`config.mk`:
```
export PLATFORM = sky130hd
export DESIGN_NAME = ext_bus_avalon_bridge
export DESIGN_NICKNAME = d
export VERILOG_FILES = /design/src/rtl/ext_bus_avalon_bridge.sv
export SDC_FILE = /design/constraint.sdc
export NUM_CORES = 1
export LEC_CHECK = 0
export BUFFER_PORTS_ARGS = -buffer_cell sky130_fd_sc_hd__buf_2
export CAP_MARGIN = 40
export CORE_ASPECT_RATIO = 1.2
export CORE_MARGIN = 4
export CORE_UTILIZATION = 28
export CTS_BUF_LIST = sky130_fd_sc_hd__clkbuf_2 sky130_fd_sc_hd__clkbuf_4 sky130_fd_sc_hd__clkbuf_8
export CTS_CLUSTER_SIZE = 10
export DETAILED_ROUTE_END_ITERATION = 8
export HOLD_SLACK_MARGIN = 0.05
export PLACE_DENSITY = 0.53
export SYNTH_ARGS = -nofsm -noshare
export SYNTH_HDL_FRONTEND = slang
export SYNTH_SLANG_ARGS = --single-unit
```
`constraint.sdc`:
```
create_clock -name clk -period 3.19 [get_ports clk]
set_input_delay 0.1595 -clock clk [delete_from_list [all_inputs] [get_ports clk]]
set_output_delay 0.1595 -clock clk [all_outputs]
set_load 0.05 [all_outputs]
```
`src/rtl/ext_bus_avalon_bridge.sv`:
```
// External 4-phase req/ack bus to Avalon-MM master bridge, one transfer at a time.
// Optional hung-slave timeout enabled by defining EXT_BRIDGE_TIMEOUT_EN.
module ext_bus_avalon_bridge #(
    parameter int                DATA_W         = 16,
    parameter int                ADDR_W         = 30,
    parameter int                TIMEOUT_CYCLES = 1024,
    parameter logic [DATA_W-1:0] ERR_DATA       = {DATA_W{1'b1}}
) (
    input  logic                  clk,
    input  logic                  reset_n,
    input  logic [ADDR_W-1:0]     ext_address,
    input  logic [DATA_W/8-1:0]   ext_byte_enable,
    input  logic                  ext_read,
    input  logic                  ext_write,
    input  logic [DATA_W-1:0]     ext_write_data,
    output logic                  ext_acknowledge,
    output logic [DATA_W-1:0]     ext_read_data,
    output logic [ADDR_W-1:0]     avm_address,
    output logic [DATA_W/8-1:0]   avm_byteenable,
    output logic                  avm_read,
    output logic                  avm_write,
    output logic [DATA_W-1:0]     avm_writedata,
    input  logic                  avm_waitrequest,
    input  logic [DATA_W-1:0]     avm_readdata,
    input  logic                  avm_readdatavalid,
    output logic                  busy,
    output logic                  timeout_flag
);

    // state  | meaning
    // IDLE   | waiting for exactly one of ext_read/ext_write
    // REQ    | Avalon strobe asserted until waitrequest drops
    // RDWAIT | read accepted, waiting for readdatavalid
    // ACK    | transfer finished, waiting for request to drop
    localparam logic [1:0] ST_IDLE   = 2'd0;
    localparam logic [1:0] ST_REQ    = 2'd1;
    localparam logic [1:0] ST_RDWAIT = 2'd2;
    localparam logic [1:0] ST_ACK    = 2'd3;

    localparam int BE_W = DATA_W / 8;

    logic [1:0]        state_q, state_d;
    logic [ADDR_W-1:0] addr_q, addr_d;
    logic [BE_W-1:0]   be_q, be_d;
    logic [DATA_W-1:0] wdata_q, wdata_d;
    logic              rd_q, rd_d;
    logic [DATA_W-1:0] rdata_q, rdata_d;
    logic              ack_q, ack_d;

`ifdef EXT_BRIDGE_TIMEOUT_EN
    localparam int CNT_W = $clog2(TIMEOUT_CYCLES + 1);
    logic [CNT_W-1:0] cnt_q, cnt_d;
    logic             tflag_q, tflag_d;
`endif

    always_comb begin
        state_d = state_q;
        addr_d  = addr_q;
        be_d    = be_q;
        wdata_d = wdata_q;
        rd_d    = rd_q;
        rdata_d = rdata_q;
        case (state_q)
            ST_IDLE: begin
                if (ext_read ^ ext_write) begin
                    state_d = ST_REQ;
                    addr_d  = ext_address;
                    be_d    = ext_byte_enable;
                    wdata_d = ext_write_data;
                    rd_d    = ext_read;
                end
            end
            ST_REQ: begin
                if (!avm_waitrequest) begin
                    if (!rd_q) begin
                        state_d = ST_ACK;
                    end else if (avm_readdatavalid) begin
                        rdata_d = avm_readdata;
                        state_d = ST_ACK;
                    end else begin
                        state_d = ST_RDWAIT;
                    end
                end
            end
            ST_RDWAIT: begin
                if (avm_readdatavalid) begin
                    rdata_d = avm_readdata;
                    state_d = ST_ACK;
                end
            end
            default: begin
                if (!ext_read && !ext_write) begin
                    state_d = ST_IDLE;
                end
            end
        endcase

`ifdef EXT_BRIDGE_TIMEOUT_EN
        tflag_d = tflag_q;
        cnt_d   = cnt_q;
        if (state_q == ST_IDLE) begin
            cnt_d = '0;
        end else if (state_q == ST_REQ || state_q == ST_RDWAIT) begin
            cnt_d = cnt_q + CNT_W'(1);
            // a normal completion on the same edge takes precedence over the timeout
            if (state_d != ST_ACK && cnt_q == CNT_W'(TIMEOUT_CYCLES - 1)) begin
                state_d = ST_ACK;
                tflag_d = 1'b1;
                if (rd_q) begin
                    rdata_d = ERR_DATA;
                end
            end
        end
`endif

        // ack shows from the second ACK cycle and drops on the edge that sees the request gone
        ack_d = (state_q == ST_ACK) && (ext_read || ext_write);
    end

    always_ff @(posedge clk or negedge reset_n) begin
        if (!reset_n) begin
            state_q <= ST_IDLE;
            addr_q  <= '0;
            be_q    <= '0;
            wdata_q <= '0;
            rd_q    <= 1'b0;
            rdata_q <= '0;
            ack_q   <= 1'b0;
        end else begin
            state_q <= state_d;
            addr_q  <= addr_d;
            be_q    <= be_d;
            wdata_q <= wdata_d;
            rd_q    <= rd_d;
            rdata_q <= rdata_d;
            ack_q   <= ack_d;
        end
    end

`ifdef EXT_BRIDGE_TIMEOUT_EN
    always_ff @(posedge clk or negedge reset_n) begin
        if (!reset_n) begin
            cnt_q   <= '0;
            tflag_q <= 1'b0;
        end else begin
            cnt_q   <= cnt_d;
            tflag_q <= tflag_d;
        end
    end

    assign timeout_flag = tflag_q;
`else
    assign timeout_flag = 1'b0;
`endif

    assign avm_read        = (state_q == ST_REQ) && rd_q;
    assign avm_write       = (state_q == ST_REQ) && !rd_q;
    assign avm_address     = addr_q;
    assign avm_byteenable  = be_q;
    assign avm_writedata   = wdata_q;
    assign ext_acknowledge = ack_q;
    assign ext_read_data   = rdata_q;
    assign busy            = (state_q != ST_IDLE);

endmodule

```
== Word level (Yosys, flattened, before mapping) ==
Index checks and enable logic that the tools add are counted.
W data, S select, Z words.

* Reductions and logical operators: 15
* Bitwise operators: 1
* Equality and inequality tests: 7
* Muxes and demuxes: 11

{| class="wikitable"
|+ Operators by type and width
! operator !! count
|-
| $mux W16 || 3
|-
| $pmux W16 S2 || 1
|-
| $mux W2 || 4
|-
| $ne A2 B2 Y1 const B || 4
|-
| $pmux W2 S3 || 1
|-
| $eq A2 B2 Y1 const B || 2
|-
| $logic_and A1 B1 Y1 || 4
|-
| $reduce_and A4 Y1 || 1
|-
| $reduce_bool A2 Y1 || 2
|-
| $reduce_bool A4 Y1 || 1
|-
| $logic_not A1 Y1 || 3
|-
| $reduce_and A3 Y1 || 1
|-
| $eq A2 B1 Y1 const B || 1
|-
| $logic_not A2 Y1 || 1
|-
| $mux W1 || 2
|-
| $reduce_and A2 Y1 || 1
|-
| $logic_or A1 B1 Y1 || 1
|-
| $xor A1 B1 Y1 || 1
|}

* Logic and storage cells: 41
* Flip-flop bits (word level): 68

== Depth between registers and ports, before layout ==
* Depth after elaboration: 4
* Gate-level depth with buffers: 6
* Mapped depth without buffers: 5

== Least setup slack after synthesis ==
No wires, ideal clock.

* Path kind: register -> register
* From: reg state_q[1]
* To: reg rdata_q[10] (netlist: ext_read_data[10])
* Period minus slack after synthesis: 1.771 ns
* Setup time: 0.125 ns
* Buffers on the path: 1
* Cell stages (with the launch flop): 7
* Path slack: 1.419 ns
* Arrival time: 1.646 ns
* Cells stage by stage: dfrtp_1 > inv_1 > ha_1 > mux2_2 > nand3b_4 > buf_4 > mux2_2

* Cells in the longest elaborated chain, start to end: 3

{| class="wikitable"
|+ Ends and longest elaborated chain
! item !! line !! RTL
|-
| start, declared || 42 || <nowiki>logic [1:0] state_q, state_d;</nowiki>
|-
| start signal, assigned || 130 || <nowiki>state_q <= state_d;</nowiki>
|-
| $eq A2 B1 Y1 or $eq A2 B2 Y1 (tied branches) || 63 || <nowiki>case (state_q)</nowiki>
|-
| $ne A2 B2 Y1 (no line) or $reduce_bool A2 Y1 (tied branches) || - ||
|-
| $reduce_and A3 Y1 (no line) || - ||
|-
| end signal, assigned || 135 || <nowiki>rdata_q <= rdata_d;</nowiki>
|-
| end, declared || 47 || <nowiki>logic [DATA_W-1:0] rdata_q, rdata_d;</nowiki>
|}

Parallel ways exist; a longest one is shown, timed or not.
A chain may end at the register's enable or synchronous reset.

== Worst setup path after layout ==
* From: reg state_q[0]
* To: reg addr_q[10] (netlist: avm_address[10])

* Cells in the longest elaborated chain, start to end: 2

{| class="wikitable"
|+ Ends and longest elaborated chain
! item !! line !! RTL
|-
| $logic_not A2 Y1 || 63 ||
|-
| $reduce_and A2 Y1 (no line) || - ||
|-
| end signal, assigned || 131 || <nowiki>addr_q <= addr_d;</nowiki>
|-
| end, declared || 43 || <nowiki>logic [ADDR_W-1:0] addr_q, addr_d;</nowiki>
|}

Every way passes these cells.

==> flow_summary.ini <==
[synth]
synth_area_leaders = dfrtp_1 63%, mux2_2 27%, ha_1 3.2%, nor2b_1 0.92%, buf_2 0.74%
ys_ff_latch = 68
netlist_area_um2 = 2719
ys_seq_area_frac = 0.6259
synth_edf_count = 0
syn_inst = 170
yosysTopAreaCell = dfrtp_1
synthArstFlopShare = 1.000
synth.most_common_cell = dfrtp_1
synth_common_cells = 68 x dfrtp_1, 65 x mux2_2, 7 x ha_1
avgSynthCellArea_um2 = 15.99
synth.top_cell.area_share = 0.6259
synth_flop_cell = dfrtp_1
ys_types = 21
yosys_warnings = 0
syn_nets = 247

[setup_path]
end_kind = flop
crit_path_start_kind = flop
crit_arrival_ps = 2130
r2r_start = state_q[0]$_DFFE_PN0P_
worstPathMaxFanout = 19
cp_data_required_time_ps = 3410
rr_worst_depth = 5
r2r_setup_slack_ps = 1280
r2r_end = avm_address[10]$_DFFE_PN0P_
critPathKind = flop to flop

[sta]
fin_crit_sh = 0.5985
timing.final.hold_violations = 0
rsz0062_at_grt = no
period_needed_ps = 1909
skew_ps = 7.521
slew_headroom = 0.6357
drv_slew = 0
max_freq_mhz = 523.8
tightest_slew_ps = 546.4
setup_viol_count_final = 0
fin_tns_setup_ps = 0

[floorplan]
rows = 39
io_pins = 139
initial_core_util = 0.2857
die_w_um = 97.96
die_y_um = 115.9
fp.coreArea_um2 = 9515
die_area_um2 = 11360

[global_routing]
grt_max_degree = 23
grt_pass1_wl_um = 10870
grt_pass1_vias = 2314
antenna_found_initial = 0
track_usage = 0.1217
grt_overflow = 0

[clock_network]
path_clk_slew_ps = 70
htreeDepth = 3
tritoncts = built
clkSinkCount = 68
cts_buffer_depth = 2
clk_latency_ps = 340
cts_root_buffer = clkbuf_8
cts_buffers = 9
cts_resized = 0

[run]
cap_violations = 0

[route]
drc = 0
firstDrtPassIters = 5
drtAntennaViolNets = 0
totalWireLength_um = 6655
wire_per_inst_um = 13.20
viasPerCell = 4.123
drtIter0Drc = 29
via_count = 2078

[hold_path]
hold_path.class = primary input to flop
holdCritStartpoint = ext_write_data[15]
hold_depth = 2
hold_path_end = avm_writedata[15]$_DFFE_PN0P_

[place]
gp_congestion = 0.7733
hpwl_um = 4731
io_buffers = 137

[cells_and_area]
area_growth_pct = 62.31
diodes = 0
fillers = 876
drive_gt1_frac = 0.5958
finish.net_count = 455

[outcome]
status = finished, final reports clean
registers in the layout, summed over array words and instances, names as in the netlist:
register / flops
avm_address: 30
avm_byteenable: 2
avm_writedata: 16
ext_acknowledge: 1
ext_read_data: 16
rd_q: 1
state_q: 2
per-layer routing:
metal	share of wire	routed length, um	up-vias	track usage
li1	-	-	1001	-
met1	0.40	2658	987	0.1407
met2	0.49	3263	82	0.2025
met3	0.096	641	8	0.04997
met4	0.014	91	0	0.04709
met5	0	0	-	0
cell usage in the layout (no fill, tap or decap):
cell type and count:
and2_2 1, bufinv_16 2, nand3b_4 1, and2_4 1, buf_16 1, o31ai_1 1, nand2_1 1, clkbuf_8 10
clkbuf_4 2, mux2_2 65, o21ai_0 1, buf_4 4, nor4_1 1, ha_1 7, mux2_4 1, inv_1 5
nor2b_1 4, nand2_2 1, dfrtp_1 68, o41ai_1 1, a211oi_1 1, buf_2 137, dlygate4sd3_1 62, nand2b_1 1
conb_1 1, or4_4 1
cells by family (layout without fill, tap and decap cells):
| kind of cell | count (synthesis) | count (layout) | synth area share |
|---|---|---|---|
| adders and majority gates | 7 | 7 | 0.03221 |
| and+or+nand+nor | 12 | 12 | 0.03406 |
| buffers and inverters | 12 | 223 | 0.02117 |
| muxes | 66 | 66 | 0.2747 |
| AOI/OAI and AO/OA | 4 | 4 | 0.01059 |
| other | 1 | 1 | 0.001379 |
| DFF | 68 | 68 | 0.6259 |
worst max-delay path by stage:
| stage | start | endpoint |
|---|---|---|
| after floorplan | state_q[1]$_DFFE_PN0P_ | ext_read_data[10]$_DFFE_PN0P_ |
| after global placement | state_q[0]$_DFFE_PN0P_ | avm_address[17]$_DFFE_PN0P_ |
| after detailed placement | state_q[0]$_DFFE_PN0P_ | avm_address[28]$_DFFE_PN0P_ |
| after CTS | state_q[0]$_DFFE_PN0P_ | avm_address[9]$_DFFE_PN0P_ |
| after global routing | state_q[0]$_DFFE_PN0P_ | avm_address[7]$_DFFE_PN0P_ |
| final | state_q[0]$_DFFE_PN0P_ | avm_address[10]$_DFFE_PN0P_ |
metrics by stage:
stage               utilization  setup slack (ps)  instances  hold slack (ps)  area (um^2)
floorplan                     -              1419        170           -136.1         2719
global placement         0.3733              1313        427            380.8         3552
detailed placement       0.3762              1271        428            175.8         3580
CTS                      0.4627              1262        503            50.75         4403
global route             0.4638              1163        504            53.71         4413
finish                   0.4638              1281        504            60.88         4413
what timing repair did:
item / in CTS / in global routing
hold buffers: 61 / 1
hold endpoints to repair: 78 / 1
setup buffers: 0 / 0
worst max-delay path, stage by stage, from the launching register on:
cell	delay, ps
dfrtp_1	420
inv_1	110
ha_1	230
nand2_2	330
buf_4	340
mux2_2	360
layout make-up:
class,count,area [um^2],share of cell area
clock buffers,12,152.6,0.03459
clock inverters,2,60.06,0.01361
inverters,5,18.77,0.004253
multi-input cells,90,962.2,0.2180
flip-flops and latches,68,1702,0.3856
well taps,123,153.9,0.03487
repair buffers,204,1364,0.3090
Power is not shown: default switching activity piles up to over one toggle a cycle in this logic, so the estimate is an artifact.
